$ cat config.mk
export PLATFORM = sky130hd
export DESIGN_NAME = pipeline_hazard_ctrl
export DESIGN_NICKNAME = d
export VERILOG_FILES = /design/src/rtl/core_pkg.sv /design/src/rtl/fwd_unit.sv /design/src/rtl/pipeline_hazard_ctrl.sv
export SDC_FILE = /design/constraint.sdc
export NUM_CORES = 1
export LEC_CHECK = 0
export BUFFER_PORTS_ARGS = -buffer_cell sky130_fd_sc_hd__buf_2
export CAP_MARGIN = 20
export CELL_PAD_IN_SITES_DETAIL_PLACEMENT = 2
export CELL_PAD_IN_SITES_GLOBAL_PLACEMENT = 2
export CORE_ASPECT_RATIO = 1.4
export CORE_MARGIN = 10
export CORE_UTILIZATION = 29
export CTS_CLUSTER_DIAMETER = 40
export DETAILED_ROUTE_END_ITERATION = 12
export GPL_TIMING_DRIVEN = 0
export HOLD_SLACK_MARGIN = 0.15
export MAX_ROUTING_LAYER = met4
export PLACE_DENSITY_LB_ADDON = 0.3
export SYNTH_ARGS = -nofsm -noshare
export SYNTH_HDL_FRONTEND = slang
export SYNTH_HIERARCHICAL = 1
export SYNTH_SLANG_ARGS = --single-unit
$ cat constraint.sdc
create_clock -name clk -period 4.3 [get_ports clk]
set_input_delay 0.43 -clock clk [delete_from_list [all_inputs] [get_ports clk]]
set_output_delay 0.43 -clock clk [all_outputs]
set_load 0.01 [all_outputs]
$ cat src/rtl/core_pkg.sv
// core_pkg: shared types and constants for the pipeline hazard controller.
//   REG_W        register index width
//   fwd_sel_t    EX operand source select (FWD_RF / FWD_WB / FWD_MEM)
//   state_t      data-memory handshake FSM states
//   pipe_ctl_t   bundle of all pipeline-register enable/clear strobes
package core_pkg;
  localparam int REG_W = 5;

  typedef logic [1:0] fwd_sel_t;
  localparam fwd_sel_t FWD_RF  = 2'b00;
  localparam fwd_sel_t FWD_WB  = 2'b01;
  localparam fwd_sel_t FWD_MEM = 2'b10;

  typedef enum logic {
    RUN      = 1'b0,
    MEM_WAIT = 1'b1
  } state_t;

  typedef struct packed {
    logic en_pc;
    logic en_fd;
    logic clr_fd;
    logic en_de;
    logic clr_de;
    logic en_em;
    logic clr_em;
    logic en_mw;
    logic clr_mw;
  } pipe_ctl_t;

  // Normal flow: everything advances, nothing cleared.
  localparam pipe_ctl_t CTL_RUN = '{en_pc: 1'b1, en_fd: 1'b1, clr_fd: 1'b0,
                                    en_de: 1'b1, clr_de: 1'b0, en_em: 1'b1,
                                    clr_em: 1'b0, en_mw: 1'b1, clr_mw: 1'b0};
endpackage

$ cat src/rtl/fwd_unit.sv
// fwd_unit: combinational forwarding select for one EX source operand.
//   rs_e                 source register index in EX
//   rd_m, reg_write_m    MEM-stage destination / write type (nonzero = writes)
//   rd_w, reg_write_w    WB-stage destination / write type (nonzero = writes)
//   fwd                  FWD_MEM, FWD_WB or FWD_RF
module fwd_unit
  import core_pkg::*;
(
  input  logic [REG_W-1:0] rs_e,
  input  logic [REG_W-1:0] rd_m,
  input  logic [2:0]       reg_write_m,
  input  logic [REG_W-1:0] rd_w,
  input  logic [2:0]       reg_write_w,
  output fwd_sel_t         fwd
);
  // MEM holds the younger result, so it wins over WB; x0 is never forwarded.
  always_comb begin
    fwd = FWD_RF;
    if ((reg_write_m != 3'd0) && (rd_m != '0) && (rd_m == rs_e))
      fwd = FWD_MEM;
    else if ((reg_write_w != 3'd0) && (rd_w != '0) && (rd_w == rs_e))
      fwd = FWD_WB;
  end
endmodule

$ cat src/rtl/pipeline_hazard_ctrl.sv
// pipeline_hazard_ctrl: sequencer for the IF/ID, ID/EX, EX/MEM, MEM/WB registers.
//   Inputs : stage register indices, load/write flags, branch/jump resolution,
//            dmem_ready from the data bus.
//   Outputs: en_pc, en_*/clr_* per pipeline register, fwd1_e/fwd2_e operand
//            selects, dmem_valid bus request, bus_err timeout pulse,
//            stall_cnt (cycles with en_pc low, wrapping).
// Priority of control: reset > memory stall > EX flush > load-use > jal in ID.
module pipeline_hazard_ctrl
  import core_pkg::*;
#(
  parameter int MAX_WAIT = 16,
  parameter int CNT_W    = 32
) (
  input  logic             clk,
  input  logic             rst,
  input  logic [REG_W-1:0] rs1_d,
  input  logic [REG_W-1:0] rs2_d,
  input  logic [REG_W-1:0] rs1_e,
  input  logic [REG_W-1:0] rs2_e,
  input  logic [REG_W-1:0] rd_e,
  input  logic             mem_to_reg_e,
  input  logic [REG_W-1:0] rd_m,
  input  logic [2:0]       reg_write_m,
  input  logic             mem_to_reg_m,
  input  logic [3:0]       mem_write_m,
  input  logic [REG_W-1:0] rd_w,
  input  logic [2:0]       reg_write_w,
  input  logic             branch_taken_e,
  input  logic             jalr_e,
  input  logic             jal_d,
  input  logic             dmem_ready,
  output logic             en_pc,
  output logic             en_fd,
  output logic             clr_fd,
  output logic             en_de,
  output logic             clr_de,
  output logic             en_em,
  output logic             clr_em,
  output logic             en_mw,
  output logic             clr_mw,
  output logic [1:0]       fwd1_e,
  output logic [1:0]       fwd2_e,
  output logic             dmem_valid,
  output logic             bus_err,
  output logic [CNT_W-1:0] stall_cnt
);
  localparam int WAIT_W = $clog2(MAX_WAIT + 1);
  localparam int NUM_OPS = 2;

  state_t            state, state_nxt;
  logic [WAIT_W-1:0] wait_cnt, wait_nxt;
  pipe_ctl_t         ctl;

  logic mem_req_m, timeout, mem_stall, load_use, ex_flush;

  assign mem_req_m = mem_to_reg_m | (mem_write_m != 4'd0);
  // Last allowed wait cycle with no response: abort and let MEM/WB capture.
  assign timeout   = (state == MEM_WAIT) && (wait_cnt == WAIT_W'(MAX_WAIT - 1)) && !dmem_ready;
  assign mem_stall = ((state == RUN) && mem_req_m && !dmem_ready) ||
                     ((state == MEM_WAIT) && !dmem_ready && !timeout);
  assign load_use  = mem_to_reg_e && (rd_e != '0) && ((rd_e == rs1_d) || (rd_e == rs2_d));
  assign ex_flush  = branch_taken_e | jalr_e;

  // ---------------- state register ----------------
  always_ff @(posedge clk) begin
    if (rst) begin
      state     <= RUN;
      wait_cnt  <= '0;
      stall_cnt <= '0;
      bus_err   <= 1'b0;
    end else begin
      state    <= state_nxt;
      wait_cnt <= wait_nxt;
      bus_err  <= timeout;
      if (!ctl.en_pc) stall_cnt <= stall_cnt + CNT_W'(1);
    end
  end

  // ---------------- next state ----------------
  always_comb begin
    state_nxt = state;
    wait_nxt  = wait_cnt;
    unique case (state)
      RUN: begin
        if (mem_req_m && !dmem_ready) begin
          state_nxt = MEM_WAIT;
          wait_nxt  = WAIT_W'(1);
        end
      end
      MEM_WAIT: begin
        if (dmem_ready || timeout) begin
          state_nxt = RUN;
          wait_nxt  = '0;
        end else begin
          wait_nxt = wait_cnt + WAIT_W'(1);
        end
      end
      default: begin
        state_nxt = RUN;
        wait_nxt  = '0;
      end
    endcase
  end

  // ---------------- outputs ----------------
  always_comb begin
    ctl        = CTL_RUN;
    dmem_valid = 1'b0;
    if (rst) begin
      // Drain: every register enabled and cleared.
      ctl = '{en_pc: 1'b1, en_fd: 1'b1, clr_fd: 1'b1, en_de: 1'b1, clr_de: 1'b1,
              en_em: 1'b1, clr_em: 1'b1, en_mw: 1'b1, clr_mw: 1'b1};
    end else begin
      dmem_valid = (state == MEM_WAIT) || mem_req_m;
      if (mem_stall) begin
        // Freeze front of pipe, feed a bubble into WB.
        ctl.en_pc  = 1'b0;
        ctl.en_fd  = 1'b0;
        ctl.en_de  = 1'b0;
        ctl.en_em  = 1'b0;
        ctl.clr_mw = 1'b1;
      end else if (ex_flush) begin
        ctl.clr_fd = 1'b1;
        ctl.clr_de = 1'b1;
      end else if (load_use) begin
        // IF/ID is held, so a jal in ID must not be cleared here.
        ctl.en_pc  = 1'b0;
        ctl.en_fd  = 1'b0;
        ctl.clr_de = 1'b1;
      end else if (jal_d) begin
        ctl.clr_fd = 1'b1;
      end
    end
  end

  assign en_pc  = ctl.en_pc;
  assign en_fd  = ctl.en_fd;
  assign clr_fd = ctl.clr_fd;
  assign en_de  = ctl.en_de;
  assign clr_de = ctl.clr_de;
  assign en_em  = ctl.en_em;
  assign clr_em = ctl.clr_em;
  assign en_mw  = ctl.en_mw;
  assign clr_mw = ctl.clr_mw;

  // ---------------- forwarding ----------------
  logic [NUM_OPS-1:0][REG_W-1:0] rs_e;
  fwd_sel_t [NUM_OPS-1:0]        fwd;

  assign rs_e = {rs2_e, rs1_e};

  for (genvar i = 0; i < NUM_OPS; i++) begin : g_fwd
    fwd_unit u_fwd (
      .rs_e        (rs_e[i]),
      .rd_m        (rd_m),
      .reg_write_m (reg_write_m),
      .rd_w        (rd_w),
      .reg_write_w (reg_write_w),
      .fwd         (fwd[i])
    );
  end

  assign fwd1_e = rst ? FWD_RF : fwd[0];
  assign fwd2_e = rst ? FWD_RF : fwd[1];
endmodule

==> key figures, run 1 <==
Routing
  – Initial DRC Count: 58
  – Drt wl/cell: 18.74 µm
  – Routed Antenna Nets: 0
  – Via Count: 2,779
  – 1st-pass router iterations: 4
  – Total Wirelength: 9.801 mm
  – Mean number of vias per cell: 5.314
  – DR DRC count: 0

Timing
  – RSZ-0062 raised after global routing: no
  – Worst slew margin: 62.19%
  – Min setup slack post-route: 1077 ps
  – Period utilisation layout: 74.96%
  – Final hold vios: 0
  – Final setup viols: 0
  – Setup TNS Final: 0 ps
  – Min cycle time layout: 3223 ps
  – Max-slew violation count: 0
  – Final hold slack: 395.3 ps
  – Tightest Pin Transition: 567.2 ps
  – Upper clock frequency limit: 310.2 MHz
  – Clock Skew: 4.263 ps

Floorplanning
  – Initial Util: 29.41%
  – Std-Cell Rows: 40
  – Die width: 98.51 µm
  – CORE AREA: 8508 µm²
  – Die ar.: 12,800 µm²
  – I/O pins: 100
  – Height of the die: 129.9 µm

Synth
  – Register bit total from synthesis: 39
  – Number of flops mapped to enable cells by yosys: 0
  – Top-count cell post-synth: dfxtp_1
  – Synth warn: 6
  – Synth area leader: dfxtp_1
  – Synthesized-area fraction occupied by xor and xnor cells: 9.800%
  – Avg Inst Size Synth: 8.021 µm²
  – Post-synth top cells: dfxtp_1, a21oi_1, or3_1
  – Post-Synth Adder-Cell Area: 1.500%
  – Library cells used by synthesis: 48
  – Synth top area share: 31.20%
  – Mux cell area share after synthesis: 0.8500%
  – Post-synthesis async set-or-reset flop share: 0%
  – Mapped Cells: 312
  – Simple-gate share of the synthesized area: 29.90%
  – Cell Area, Synth: 2502 µm²
  – Main combinational cell family by area after synthesis: simple AND/OR/NAND/NOR gates
  – Ys flop type: dfxtp_1
  – Sequential share of the synthesized area: 31.20%
  – Syn nets: 368
  – Ranking of synthesized cells by area: dfxtp_1, xnor2_1, a21oi_1
  – Post-synthesis compound-gate area fraction: 21.00%

Clock tree
  – Clk_lat worst skew: 280 ps
  – Clk slew on worst S/H paths: 60 ps
  – CTS tree: built
  – Clock Tree Buf Depth: 2
  – Buffers inserted by post-CTS timing repair: 0
  – Hold_buf cts: 0
  – # H-tree levels: 2
  – # clock sinks: 39
  – TritonCTS Buffers: 5
  – Clk root buf: clkbuf_16
  – CTS resizes: 0

Place
  – Placed instance area: 3124 µm²
  – DP Wirelength: 8.207 mm
  – Inst Count DP: 515
  – Port bufs: 98
  – Final GP Congestion: 0.7689
  – Pre-CTS setup slack: 1337 ps

Worst setup path
  – Worst path max stage delay: 530 ps
  – Buf/Inv on CP: 3
  – Startpoint Class: flip-flop
  – CP delay by family, top: compound AO/OA/AOI/OAI gates
  – Cells along the critical path: ha_1 -> and3_1 -> ha_1 -> a221oi_2 -> a31oi_1 -> buf_2 -> or2_2 -> buf_4 -> buf_2
  – Crit-path slowest cell: a221oi_2
  – CP endpoint kind: output port
  – Maximum fanout along the worst path: 10
  – Req. time, crit path: 3870 ps
  – Crit path DAT: 2790 ps
  – Crit Path Category: flip-flop to output port

Cells and area
  – Antenna Cells: 0
  – Fillers: 1,019
  – Final core utilization: 38.76%
  – Fin cells: 523
  – Area growth, synth to finish: 31.80%
  – Nets: 473
  – Final Instance Area: 3298 µm²
  – Multi-input logic area: 1582 µm²
  – Register area: 780.7 µm²
  – Layout cells sized above 1: 32.30%

Global route
  – GRT Util Overall: 15.57%
  – Pin count of the biggest net entering global routing: 13
  – Antenna violations before repair: 0
  – Vias in the first global route: 3,205
  – First-pass GRT wire length: 15.97 mm
  – Remaining Overflow, GRT: 0

Pwr
  – Power Total: 0.9295 mW
  – P_leak: 1.294 nW
  – P_int: 0.7096 mW
  – Combinational group share of total power: 13.3%
  – Clk pwr share: 46.9%
  – Switch share: 23.66%
  – PwrDens: 281.8 nW/µm²
  – Switching pwr: 0.2199 mW
  – Seq pwr share: 39.8%
  – Peak supply drop: 205.5 µV

Run
  – Max Cap Viol: 0

Outcome
  – Status: completed

Worst hold path
  – Min-Delay Path Class: primary input to flip-flop
-- cell families after synthesis --
group           Yosys count
xor+xnor                 28
simple gates            130
flops                    39
mux                       2
fa+ha+maj                 3
other cells               1
compound gates           82
buf+inv                  27
-- power by group through the flow --
stage                     sequential (mW)  clock (mW)  combinational [mW]
final                               0.370       0.436               0.124
after global routing                0.370       0.460               0.138
after CTS                           0.370       0.445               0.127
after detailed placement            0.378           0               0.127
after global placement              0.378           0               0.121
after floorplan                     0.378           0              0.0626
-- sequential cells by signal, summed over array words and instances, names as in the netlist --
signal,cells
wait_cnt,5
bus_err,1
stall_cnt,32
state,1
-- path summary, 6_finish.rpt --
check	startpoint	endpoint	slack, ps	cells past startpoint
max	wait_cnt[0]	en_pc	1080	9
min	rst	state	400	2
max reg2reg	wait_cnt[0]	stall_cnt[28]	1570	8
min reg2reg	stall_cnt[31]	stall_cnt[31]	490	2
-- per-layer routing --
layer | global-route usage (%) | wire length [µm]
met4 | 4.142 | 125
met3 | 4.021 | 524
met5 | - | 0
met2 | 30.69 | 5558
met1 | 14.41 | 3593
-- layout make-up --
cell class,count,share of cell area (%)
inverter,11,1.252
sequential,39,23.67
tap,105,3.983
timing repair buffer,98,14.87
buffer,16,2.997
clock buffer,6,4.211
multi-input combinational,246,47.95
clock inverter,2,1.062
-- layout by cell type, fill, tap and decap left out, types with 8 or more instances in the layout --
master and n:
xnor2_1 21, inv_1 11, nand3_1 9, o21ai_0 24, a21oi_1 35, or3_1 25
nand2_1 19, or4_1 8, buf_2 101, dfxtp_1 39, nor2_1 20
Power figures use the tool's default switching activity.
==> inputs of run 2 (changes only) <==
--- a/config.mk
+++ b/config.mk
@@ -5,13 +5,14 @@
 export SDC_FILE = /design/constraint.sdc
 export NUM_CORES = 1
 export LEC_CHECK = 0
+export ABC_AREA = 1
 export BUFFER_PORTS_ARGS = -buffer_cell sky130_fd_sc_hd__buf_2
 export CAP_MARGIN = 20
 export CELL_PAD_IN_SITES_DETAIL_PLACEMENT = 2
 export CELL_PAD_IN_SITES_GLOBAL_PLACEMENT = 2
 export CORE_ASPECT_RATIO = 1.4
 export CORE_MARGIN = 10
-export CORE_UTILIZATION = 29
+export CORE_UTILIZATION = 22
 export CTS_CLUSTER_DIAMETER = 40
 export DETAILED_ROUTE_END_ITERATION = 12
 export GPL_TIMING_DRIVEN = 0
==> constraint.sdc (replaced) <==
create_clock -name clk -period 2.63 [get_ports clk]
set_input_delay 0.263 -clock clk [delete_from_list [all_inputs] [get_ports clk]]
set_output_delay 0.263 -clock clk [all_outputs]
set_load 0.01 [all_outputs]
==> run 2 against run 1 <==
Synthesized area is 15% higher. Sequential power rose by 63%. Clock skew grew 4.9 ps. Hold slack lost 39 ps. First-iteration DRC count up 12%. Non-clock buffer count rose by 1. Core utilization decreased by 9.3 points. Wire length increased by 18%. Cell count grew 47%.
==> key figures, run 2 <==
Worst setup path
  – CP endpoint kind: output port
  – Crit-path slowest cell: dfxtp_1
  – Req. time, crit path: 2370 ps (-1500 ps)
  – Cells along the critical path: ha_1 -> inv_1 -> nor3_1 -> ha_1 -> nand2_1 -> nand3_1 -> nand2_4 -> buf_4 -> nand2_1 -> buf_4 -> buf_2
  – Worst path max stage delay: 340 ps (-190 ps)
  – R2R Setup Slk: 630 ps (-940 ps)
  – Maximum fanout along the worst path: 10 (unchanged)
  – Setup crit start: wait_cnt[0]
  – Crit Path Category: flip-flop to output port
  – Reg2reg start: wait_cnt[0]
  – Crit path DAT: 2130 ps (-660 ps)
  – Startpoint Class: flip-flop
  – R2r worst-path depth: 12 (+4)
  – FF-to-FF End: stall_cnt[15]

Timing
  – Min setup slack post-route: 236.4 ps (-840.2 ps)
  – Setup TNS Final: 0 ps (unchanged)
  – Worst slew margin: 62.23% (about the same)
  – Period utilisation layout: 91.01%
  – Final setup viols: 0 (unchanged)
  – Upper clock frequency limit: 417.8 MHz
  – Min cycle time layout: 2394 ps
  – RSZ-0062 raised after global routing: no
  – Clock Skew: 9.180 ps (+4.917 ps)
  – Final hold vios: 0 (unchanged)
  – Max-slew violation count: 0 (unchanged)
  – Tightest Pin Transition: 560.6 ps (-6.542 ps)

Cells and area
  – Reg with most FFs: stall_cnt
  – Area growth, synth to finish: 31.25%
  – Registers with the most flip-flops: stall_cnt (32), wait_cnt (5)
  – Layout cells sized above 1: 24.76% (-7.5 points)
  – Antenna Cells: 0 (unchanged)
  – Nets: 669 (+41%)
  – Most frequent cells in the layout: nand2_1, buf_2, nor2_1, inv_1, nand3_1
  – Fillers: 1,615 (+58%)
  – Leading cell type in the layout, fill and taps excluded: nand2_1
  – Max reg flops: 32 (unchanged)

Clock tree
  – Clk root buf: clkbuf_16
  – CTS tree: built
  – TritonCTS Buffers: 5 (unchanged)
  – Clock Tree Buf Depth: 2 (unchanged)
  – Clk slew on worst S/H paths: 60 ps (about the same)
  – # clock sinks: 39 (unchanged)
  – # H-tree levels: 2 (unchanged)
  – Clk_lat worst skew: 290 ps (about the same)

Pwr
  – Peak supply drop: 204.1 µV (-0.68%)
  – PwrDens: 442.7 nW/µm² (+57%)
  – P_leak: 2.028 nW (+57%)

Routing
  – DR DRC count: 0 (unchanged)
  – Mean number of vias per cell: 4.579 (-14%)
  – Routed Antenna Nets: 0 (unchanged)
  – Total Wirelength: 11.53 mm (+18%)
  – Initial DRC Count: 65 (+12%)
  – Via Count: 3,512 (+26%)
  – Drt wl/cell: 15.03 µm (-20%)
  – 1st-pass router iterations: 4 (unchanged)

Place
  – Pre-CTS setup slack: 379.8 ps (-957.2 ps)
  – DP Wirelength: 9.652 mm (+18%)
  – Port bufs: 98 (unchanged)
  – Final GP Congestion: 0.8313 (+8.1%)

Synth
  – Number of flops mapped to enable cells by yosys: 0 (unchanged)
  – Post-synth top cells: nand2_1, nor2_1, inv_1
  – Mapped Cells: 505 (+62%)
  – Synth warn: 6 (unchanged)
  – Synth area leader: dfxtp_1
  – Avg Inst Size Synth: 5.701 µm² (-29%)
  – Register bit total from synthesis: 39 (unchanged)
  – Ys flop type: dfxtp_1
  – Top-count cell post-synth: nand2_1
  – Library cells used by synthesis: 29 (-40%)
  – Synth top area share: 27.12% (-4.1 points)
  – Post-synthesis async set-or-reset flop share: 0% (unchanged)
  – Syn nets: 561 (+52%)
  – Ranking of synthesized cells by area: dfxtp_1, nand2_1, nor2_1
  – Sequential share of the synthesized area: 27.12% (-4.1 points)
  – Cell Area, Synth: 2879 µm² (+15%)

Floorplanning
  – Initial Util: 22.47% (-6.9 points)
  – Die width: 116.7 µm (+18%)
  – Std-Cell Rows: 49 (+23%)
  – Height of the die: 155.4 µm (+20%)
  – Die ar.: 18,130 µm² (+42%)
  – CORE AREA: 12,810 µm² (+51%)
  – I/O pins: 100 (unchanged)

Global route
  – Antenna violations before repair: 0 (unchanged)
  – Pin count of the biggest net entering global routing: 14 (+1)
  – GRT Util Overall: 13.34% (-2.2 points)
  – Remaining Overflow, GRT: 0 (unchanged)
  – Vias in the first global route: 3,907 (+22%)
  – First-pass GRT wire length: 19.04 mm (+19%)

Worst hold path
  – Hold path cells: 4 (+2)
  – WHS Endpoint: stall_cnt[9]
  – Min-Delay Path Class: primary input to flip-flop
  – Hold path start: rst

Run
  – Max Cap Viol: 0 (unchanged)

Outcome
  – Status: completed
## run 2: cell types whose count changed after synthesis, moves of 9 or more
cell / change
inv_1: +64
nand2_1: +136
nand3_1: +32
nor2_1: +65
nor2_2: +9
o21ai_0: -18
or3_1: -25
xnor2_1: -19
## run 2: layer usage
layer / up-vias / share of wire, % / global-route usage (%) / wire length [µm]
li1: 1760 / - / - / -
met1: 1685 / 40 / 13.66 / 4626
met2: 60 / 55 / 25.01 / 6333
met3: 7 / 4.0 / 2.810 / 457
met4: 0 / 0.98 / 3.011 / 113
met5: - / 0 / - / 0
## run 2: worst max-delay path by stage
| stage | end | slack (ps) |
|---|---|---|
| 6_report | en_pc | 240 |
| 5_1_grt | en_pc | 50 |
| 4_1_cts | clr_fd | 60 |
| 3_5_place_dp | clr_fd | 380 |
| 3_3_place_gp | clr_fd | 420 |
| 2_1_floorplan | clr_fd | 810 |
## run 2: area by class of cell
type	count	area [µm²]	area share [%]
Timing Repair Buffer	101	515.5	13.64
Sequential cell	39	780.7	20.66
Multi-Input combinational cell	369	1688	44.67
Buffer	14	98.84	2.616
Tap cell	153	191.4	5.066
Clock buffer	5	125.1	3.311
Inverter	83	311.5	8.245
Clock inverter	3	67.56	1.788
## run 2: logic make-up (layout without fill, tap and decap cells)
logic type | Yosys count | count (layout) | share of synthesized area, %
xor+xnor | 3 | 3 | 0.9128
other cells | 1 | 1 | 0.1303
compound gates | 42 | 42 | 7.475
buf+inv | 97 | 206 | 14.25
simple gates | 320 | 320 | 48.80
flops | 39 | 39 | 27.12
fa+ha+maj | 3 | 3 | 1.304
## run 2: critical path: cells and delay by family (launching register included)
family                     cells  cell delay [ps]
adders and majority gates      2              380
buffers and inverters          4              560
DFF                            1              340
and+or+nand+nor                5              550
## run 2: metrics by stage
stage	std cells	total power [mW]	hold WS, ps	instance area (µm²)	util, %
after CTS	765	1.710	360.6	3764	29.37
after global placement	756	0.8655	448.9	3561	27.79
after global routing	767	1.770	397.3	3779	29.49
final	767	1.673	356.0	3779	29.49
after floorplan	505	0.7559	342.3	2879	-
after detailed placement	756	0.8787	448.4	3561	27.79
## run 2: report_power, final
group / total (mW) / switching, mW / internal, mW
Clock: 0.811 / 0.267 / 0.544
Combinational: 0.260 / 0.159 / 0.101
Sequential: 0.602 / 0.00633 / 0.596
Total: 1.67 / 0.432 / 1.24
## run 2: repair_timing
action	in CTS	in global routing
setup endpoints to repair	0	2
hold buffers	1	0
buffers inserted	0	2
resized for setup	0	1
hold endpoints to repair	1	0
